### src/rtl/ring_slide_endpoint.sv
// Slide-unit ring endpoint: configures the router slide direction, streams local
// words onto the ring through one output register and collects ring words in a 2-deep FIFO.
module ring_slide_endpoint #(
  parameter int DataWidth = 64,
  parameter int CntWidth  = 16
) (
  input  logic                 clk_i,
  input  logic                 rst_ni,
  // command
  input  logic                 cmd_valid_i,
  output logic                 cmd_ready_o,
  input  logic                 cmd_dir_i,
  input  logic                 cmd_bypass_i,
  input  logic [CntWidth-1:0]  cmd_len_i,
  // local transmit words
  input  logic [DataWidth-1:0] tx_data_i,
  input  logic                 tx_valid_i,
  output logic                 tx_ready_o,
  // words received from the ring
  output logic [DataWidth-1:0] rx_data_o,
  output logic                 rx_valid_o,
  input  logic                 rx_ready_i,
  // to router slide input
  output logic [DataWidth-1:0] ring_data_o,
  output logic                 ring_valid_o,
  input  logic                 ring_ready_i,
  // from router slide output
  input  logic [DataWidth-1:0] ring_data_i,
  input  logic                 ring_valid_i,
  output logic                 ring_ready_o,
  // router configuration
  output logic                 sldu_dir_o,
  output logic                 sldu_bypass_o,
  output logic                 sldu_config_valid_o,
  // status
  output logic                 busy_o,
  output logic                 done_o,
  output logic [1:0]           dbg_state_o
);

  // Every channel is valid/ready: a word moves on a cycle where both are high,
  // and a producer that raised valid holds valid and data unchanged until then.

  typedef enum logic [1:0] {
    IDLE   = 2'd0,
    CONFIG = 2'd1,
    XFER   = 2'd2,
    DONE   = 2'd3
  } state_t;

  state_t state, state_next;

  logic                 dir_q;
  logic                 bypass_q;
  logic [CntWidth-1:0]  len_q;
  logic [CntWidth-1:0]  tx_cnt;
  logic [CntWidth-1:0]  rx_cnt;

  logic [DataWidth-1:0] ring_data_q;
  logic                 ring_valid_q;

  logic [DataWidth-1:0] fifo_mem [2];
  logic                 wr_ptr;
  logic                 rd_ptr;
  logic [1:0]           fifo_cnt;
  logic                 fifo_full;
  logic                 fifo_empty;

  logic                 in_xfer;
  logic                 cmd_fire;
  logic                 tx_fire;
  logic                 out_fire;
  logic                 in_fire;
  logic                 rx_fire;
  logic                 xfer_complete;

  assign in_xfer    = (state == XFER);
  assign fifo_full  = (fifo_cnt == 2'd2);
  assign fifo_empty = (fifo_cnt == 2'd0);

  assign tx_ready_o   = in_xfer && (tx_cnt < len_q) && (!ring_valid_q || ring_ready_i);
  assign ring_ready_o = in_xfer && !fifo_full && (rx_cnt < len_q);

  assign cmd_fire = cmd_valid_i && cmd_ready_o;
  assign tx_fire  = tx_valid_i && tx_ready_o;
  assign out_fire = ring_valid_q && ring_ready_i;
  assign in_fire  = ring_valid_i && ring_ready_o;
  assign rx_fire  = rx_valid_o && rx_ready_i;

  // All words sent and received, and nothing left buffered in either direction.
  assign xfer_complete = (tx_cnt == len_q) && (rx_cnt == len_q) &&
                         !ring_valid_q && fifo_empty;

  assign ring_data_o   = ring_data_q;
  assign ring_valid_o  = ring_valid_q;
  assign rx_data_o     = fifo_mem[rd_ptr];
  assign rx_valid_o    = !fifo_empty;
  assign sldu_dir_o    = dir_q;
  assign sldu_bypass_o = bypass_q;
  assign busy_o        = (state != IDLE);
  assign dbg_state_o   = state;

  always_ff @(posedge clk_i or negedge rst_ni) begin
    if (!rst_ni) begin
      state <= IDLE;
    end else begin
      state <= state_next;
    end
  end

  always_comb begin
    state_next          = state;
    cmd_ready_o         = 1'b0;
    sldu_config_valid_o = 1'b0;
    done_o              = 1'b0;
    case (state)
      IDLE: begin
        cmd_ready_o = 1'b1;
        if (cmd_valid_i) begin
          state_next = CONFIG;
        end
      end
      CONFIG: begin
        sldu_config_valid_o = 1'b1;
        if (bypass_q || (len_q == '0)) begin
          state_next = DONE;
        end else begin
          state_next = XFER;
        end
      end
      XFER: begin
        if (xfer_complete) begin
          state_next = DONE;
        end
      end
      DONE: begin
        done_o     = 1'b1;
        state_next = IDLE;
      end
      default: begin
        state_next = IDLE;
      end
    endcase
  end

  // Command fields stay visible on the router config outputs until the next accept.
  always_ff @(posedge clk_i or negedge rst_ni) begin
    if (!rst_ni) begin
      dir_q    <= 1'b0;
      bypass_q <= 1'b0;
      len_q    <= '0;
    end else if (cmd_fire) begin
      dir_q    <= cmd_dir_i;
      bypass_q <= cmd_bypass_i;
      len_q    <= cmd_len_i;
    end
  end

  always_ff @(posedge clk_i or negedge rst_ni) begin
    if (!rst_ni) begin
      tx_cnt <= '0;
      rx_cnt <= '0;
    end else if (cmd_fire) begin
      tx_cnt <= '0;
      rx_cnt <= '0;
    end else begin
      if (tx_fire) begin
        tx_cnt <= tx_cnt + CntWidth'(1);
      end
      if (in_fire) begin
        rx_cnt <= rx_cnt + CntWidth'(1);
      end
    end
  end

  // Single output register: refilled in the same cycle it drains, held under stall.
  always_ff @(posedge clk_i or negedge rst_ni) begin
    if (!rst_ni) begin
      ring_data_q  <= '0;
      ring_valid_q <= 1'b0;
    end else if (tx_fire) begin
      ring_data_q  <= tx_data_i;
      ring_valid_q <= 1'b1;
    end else if (out_fire) begin
      ring_valid_q <= 1'b0;
    end
  end

  always_ff @(posedge clk_i or negedge rst_ni) begin
    if (!rst_ni) begin
      fifo_mem[0] <= '0;
      fifo_mem[1] <= '0;
      wr_ptr      <= 1'b0;
      rd_ptr      <= 1'b0;
      fifo_cnt    <= 2'd0;
    end else begin
      if (in_fire) begin
        fifo_mem[wr_ptr] <= ring_data_i;
        wr_ptr           <= ~wr_ptr;
      end
      if (rx_fire) begin
        rd_ptr <= ~rd_ptr;
      end
      case ({in_fire, rx_fire})
        2'b10:   fifo_cnt <= fifo_cnt + 2'd1;
        2'b01:   fifo_cnt <= fifo_cnt - 2'd1;
        default: fifo_cnt <= fifo_cnt;
      endcase
    end
  end

endmodule
### config.mk
export PLATFORM = sky130hd
export DESIGN_NAME = ring_slide_endpoint
export DESIGN_NICKNAME = d
export VERILOG_FILES = /design/src/rtl/ring_slide_endpoint.sv
export SDC_FILE = /design/constraint.sdc
export NUM_CORES = 1
export LEC_CHECK = 0
export CAP_MARGIN = 20
export CORE_MARGIN = 2
export CORE_UTILIZATION = 49
export CTS_CLUSTER_DIAMETER = 150
export DETAILED_ROUTE_END_ITERATION = 10
export GPL_ROUTABILITY_DRIVEN = 0
export GPL_TIMING_DRIVEN = 1
export PLACE_DENSITY = 0.85
export SETUP_SLACK_MARGIN = 0.02
export SKIP_CTS_REPAIR_TIMING = 1
export SLEW_MARGIN = 20
export SYNTH_ARGS = -nofsm -noshare
export SYNTH_HDL_FRONTEND = slang
export SYNTH_SLANG_ARGS = --single-unit
### constraint.sdc
create_clock -name clk_i -period 3.3 [get_ports clk_i]
set_clock_uncertainty 0.2 [all_clocks]
set_input_delay 0.33 -clock clk_i [delete_from_list [all_inputs] [get_ports clk_i]]
set_output_delay 0.33 -clock clk_i [all_outputs]
set_load 0.02 [all_outputs]
==> impl_metrics.ini <==
[sta]
finalSetupViolations = 0
clock.fmax_mhz = 325
tightest_slew_ps = 725
rsz0062_at_grt = false
hold_viol = 0
relSlewSlack_pct = 51.7
period_minus_slack_ps = 3080
period_share_pct = 93.2
drv_slew = 0

[outcome]
outcome = finished, final reports clean

[logic_synthesis]
synthCells = 865
synth_top_family_by_area = multiplexers
synth.area.mux_share_pct = 25.7
synth-async-reset-ratio_pct = 100
synth.most_common_cell = mux2_2
yosys_warnings = 0
avgSynthCellArea_sq_um = 13.1
synth_xor_area_share_pct = 0.851
synthFlopType = dfrtp_1
seq_area_frac_synth_pct = 55.0
synth_cell_type_count = 42
synthTopCellsByCount = mux2_2 (253), dfrtp_1 (249), nand2_1 (44), ha_1 (39), a21oi_1 (37)
ys_ff_latch = 249
synth_edf_count = 0
netlist_area_sq_um = 11300
synth-compound-area-share_pct = 4.72
synth-simple-area-share_pct = 6.73
syn-num-nets = 1057
synthDominantCellAreaShare_pct = 55.0
synth_area_leader_cell = dfrtp_1
synth_area_leaders = dfrtp_1 (55%), mux2_2 (25%), ha_1 (4.3%)
synthAdderAreaFrac_pct = 4.31

[critical_path]
worstSetupPathType = reg2out
endpoint_kind = primary output
start_kind = register
rrSetupSlack_ps = 220
cp.arrival_ps = 2550
cp.required_ps = 2770
cp_max_fo = 5

[global_routing]
grt_overflow_total = 0
groute.usage.overall_pct = 22.6
grt_max_degree = 88
grt_pass1_wl_microns = 44200
antenna_found_initial = 2
grt_pass1_vias = 8655

[place]
port_buffers = 292
dpl.hpwl_microns = 19800
place_area_sq_um = 14700

[cts]
cts_tree = built
clock_latency_ps = 540
clk_path_buf_depth = 3
clock_sinks = 249
cts-root-buf = clkbuf_16
cts_buffers = 27
clk_pin_slew_ps = 60
htree_levels = 1

[finish]
postLayoutCellArea_sq_um = 15600
fillers = 1579
drive_above_1_share_pct = 27.5
finalCoreUtilization_pct = 68.8
final_nets = 1358
area_delta_synth_final_pct = 37.4

[job]
max-cap-violations = 0

[power_and_ir_drop]
ir_worst_vdd_mv = 0.777
cellPowerDensity_nw_per_um2 = 999
power_leakage_nw = 6.67

[detailed_routing]
drt_wl_total_microns = 27700
drt_first_iter_violations = 371
vias = 8015
routedWlPerCell_microns = 18.9
dr.pass1.iters = 4
vias_per_cell = 5.45
antenna_left = 0
remaining_drc_errors = 0

[floorplanning]
dieHeight_microns = 156
start_util_pct = 50.0
core_sq_um = 22600
die_x_microns = 156
dieArea_sq_um = 24300
io-pin-count = 293
row_count = 55

[hold_path]
worstHoldPathType = in2async
[critical path, cell delays in order (launching register included)]
cell	delay [ps]
dfrtp_1	360
inv_1	110
ha_1	320
nand4_1	140
nor3_1	370
a21boi_0	230
buf_4	160
nor3_1	70
dlymetal6s2s_1	250
[routing by layer]
layer  GRT usage, %  vias up  wire length (microns)
met1           27.1     3961                  11000
met3           6.53       65                   2180
met2           38.9      278                  13600
li1               -     3711                      -
met4           8.17        0                    916
met5              0        -                      0
[state kept, by name (all words and copies together) (netlist names), 2 cells and up]
| register | count |
|---|---|
| ring_data_o | 64 |
| len_q | 16 |
| fifo_cnt | 2 |
| rx_cnt | 16 |
| dbg_state_o | 2 |
| tx_cnt | 16 |
| fifo_mem | 128 |
[path summary, 6_finish.rpt]
| check | startpoint | endpoint | depth (start not counted) |
|---|---|---|---|
| setup / recovery | len_q[14] | ring_ready_o | 8 |
| hold / removal | rst_ni | fifo_mem[93] | 2 |
| setup reg to reg | len_q[14] | fifo_mem[61] | 10 |
| hold reg to reg | fifo_mem[104] | fifo_mem[104] | 1 |
| max in group asynchronous | rst_ni | fifo_mem[14] | 3 |
| min in group clk_i | cmd_dir_i | sldu_dir_o | 3 |
[layout make-up]
type	instances	area (sq um)	share of cell area [%]
clock inverter	10	87.6	0.563
clock buffer	36	769	4.94
inverter	31	116	0.747
multi-input combinational	546	4830	31.1
timing repair buffer	311	3170	20.3
sequential	249	6230	40.0
antenna	2	5.00	0.0321
tap	285	357	2.29
[power breakdown]
group          internal, W  total (W)  switching (W)
clock network      0.00170    0.00291        0.00120
logic              0.00396    0.00744        0.00348
registers          0.00443    0.00520       0.000774
[metrics by stage]
stage / TNS [ps] / hold slack [ps] / setup slack [ps] / power, W / cells
global route: 0 / 130 / 39.5 / 0.0164 / 1470
floorplan: 0 / -166 / 311 / 0.00945 / 865
finish: 0 / 121 / 225 / 0.0155 / 1470
global placement: 0 / 94.9 / 297 / 0.0124 / 1421
CTS: -279 / -454 / -153 / 0.0157 / 1467
detailed placement: 0 / 105 / 168 / 0.0127 / 1421
[cell usage in the layout, fill, tap and decap left out, drive strengths merged, types with 2 or more instances in the layout]
master	instances
clkdlybuf4s50	289
mux2	257
dfrtp	249
nand2	44
ha	39
a21oi	37
clkbuf	36
inv	32
o21ai	29
nand3	19
buf	19
nor2	16
or4	14
o31ai	13
or3	12
nand4	11
xnor2	9
nor4	8
and3	7
clkinv	6
nand2b	3
nor2b	3
diode	2
o2111ai	2
mux2i	2
or2	2
xor2	2
nor3	2
a21o	2
clkinvlp	2
dlymetal6s2s	2
[cells by family after synthesis]
kind of cell / after synthesis
buffers and inverters: 70
AOI/OAI and AO/OA: 92
and+or+nand+nor: 145
xor gates and xnor gates: 11
muxes: 259
DFF: 249
adders and majority gates: 39
Power figures use the tool's default switching activity.
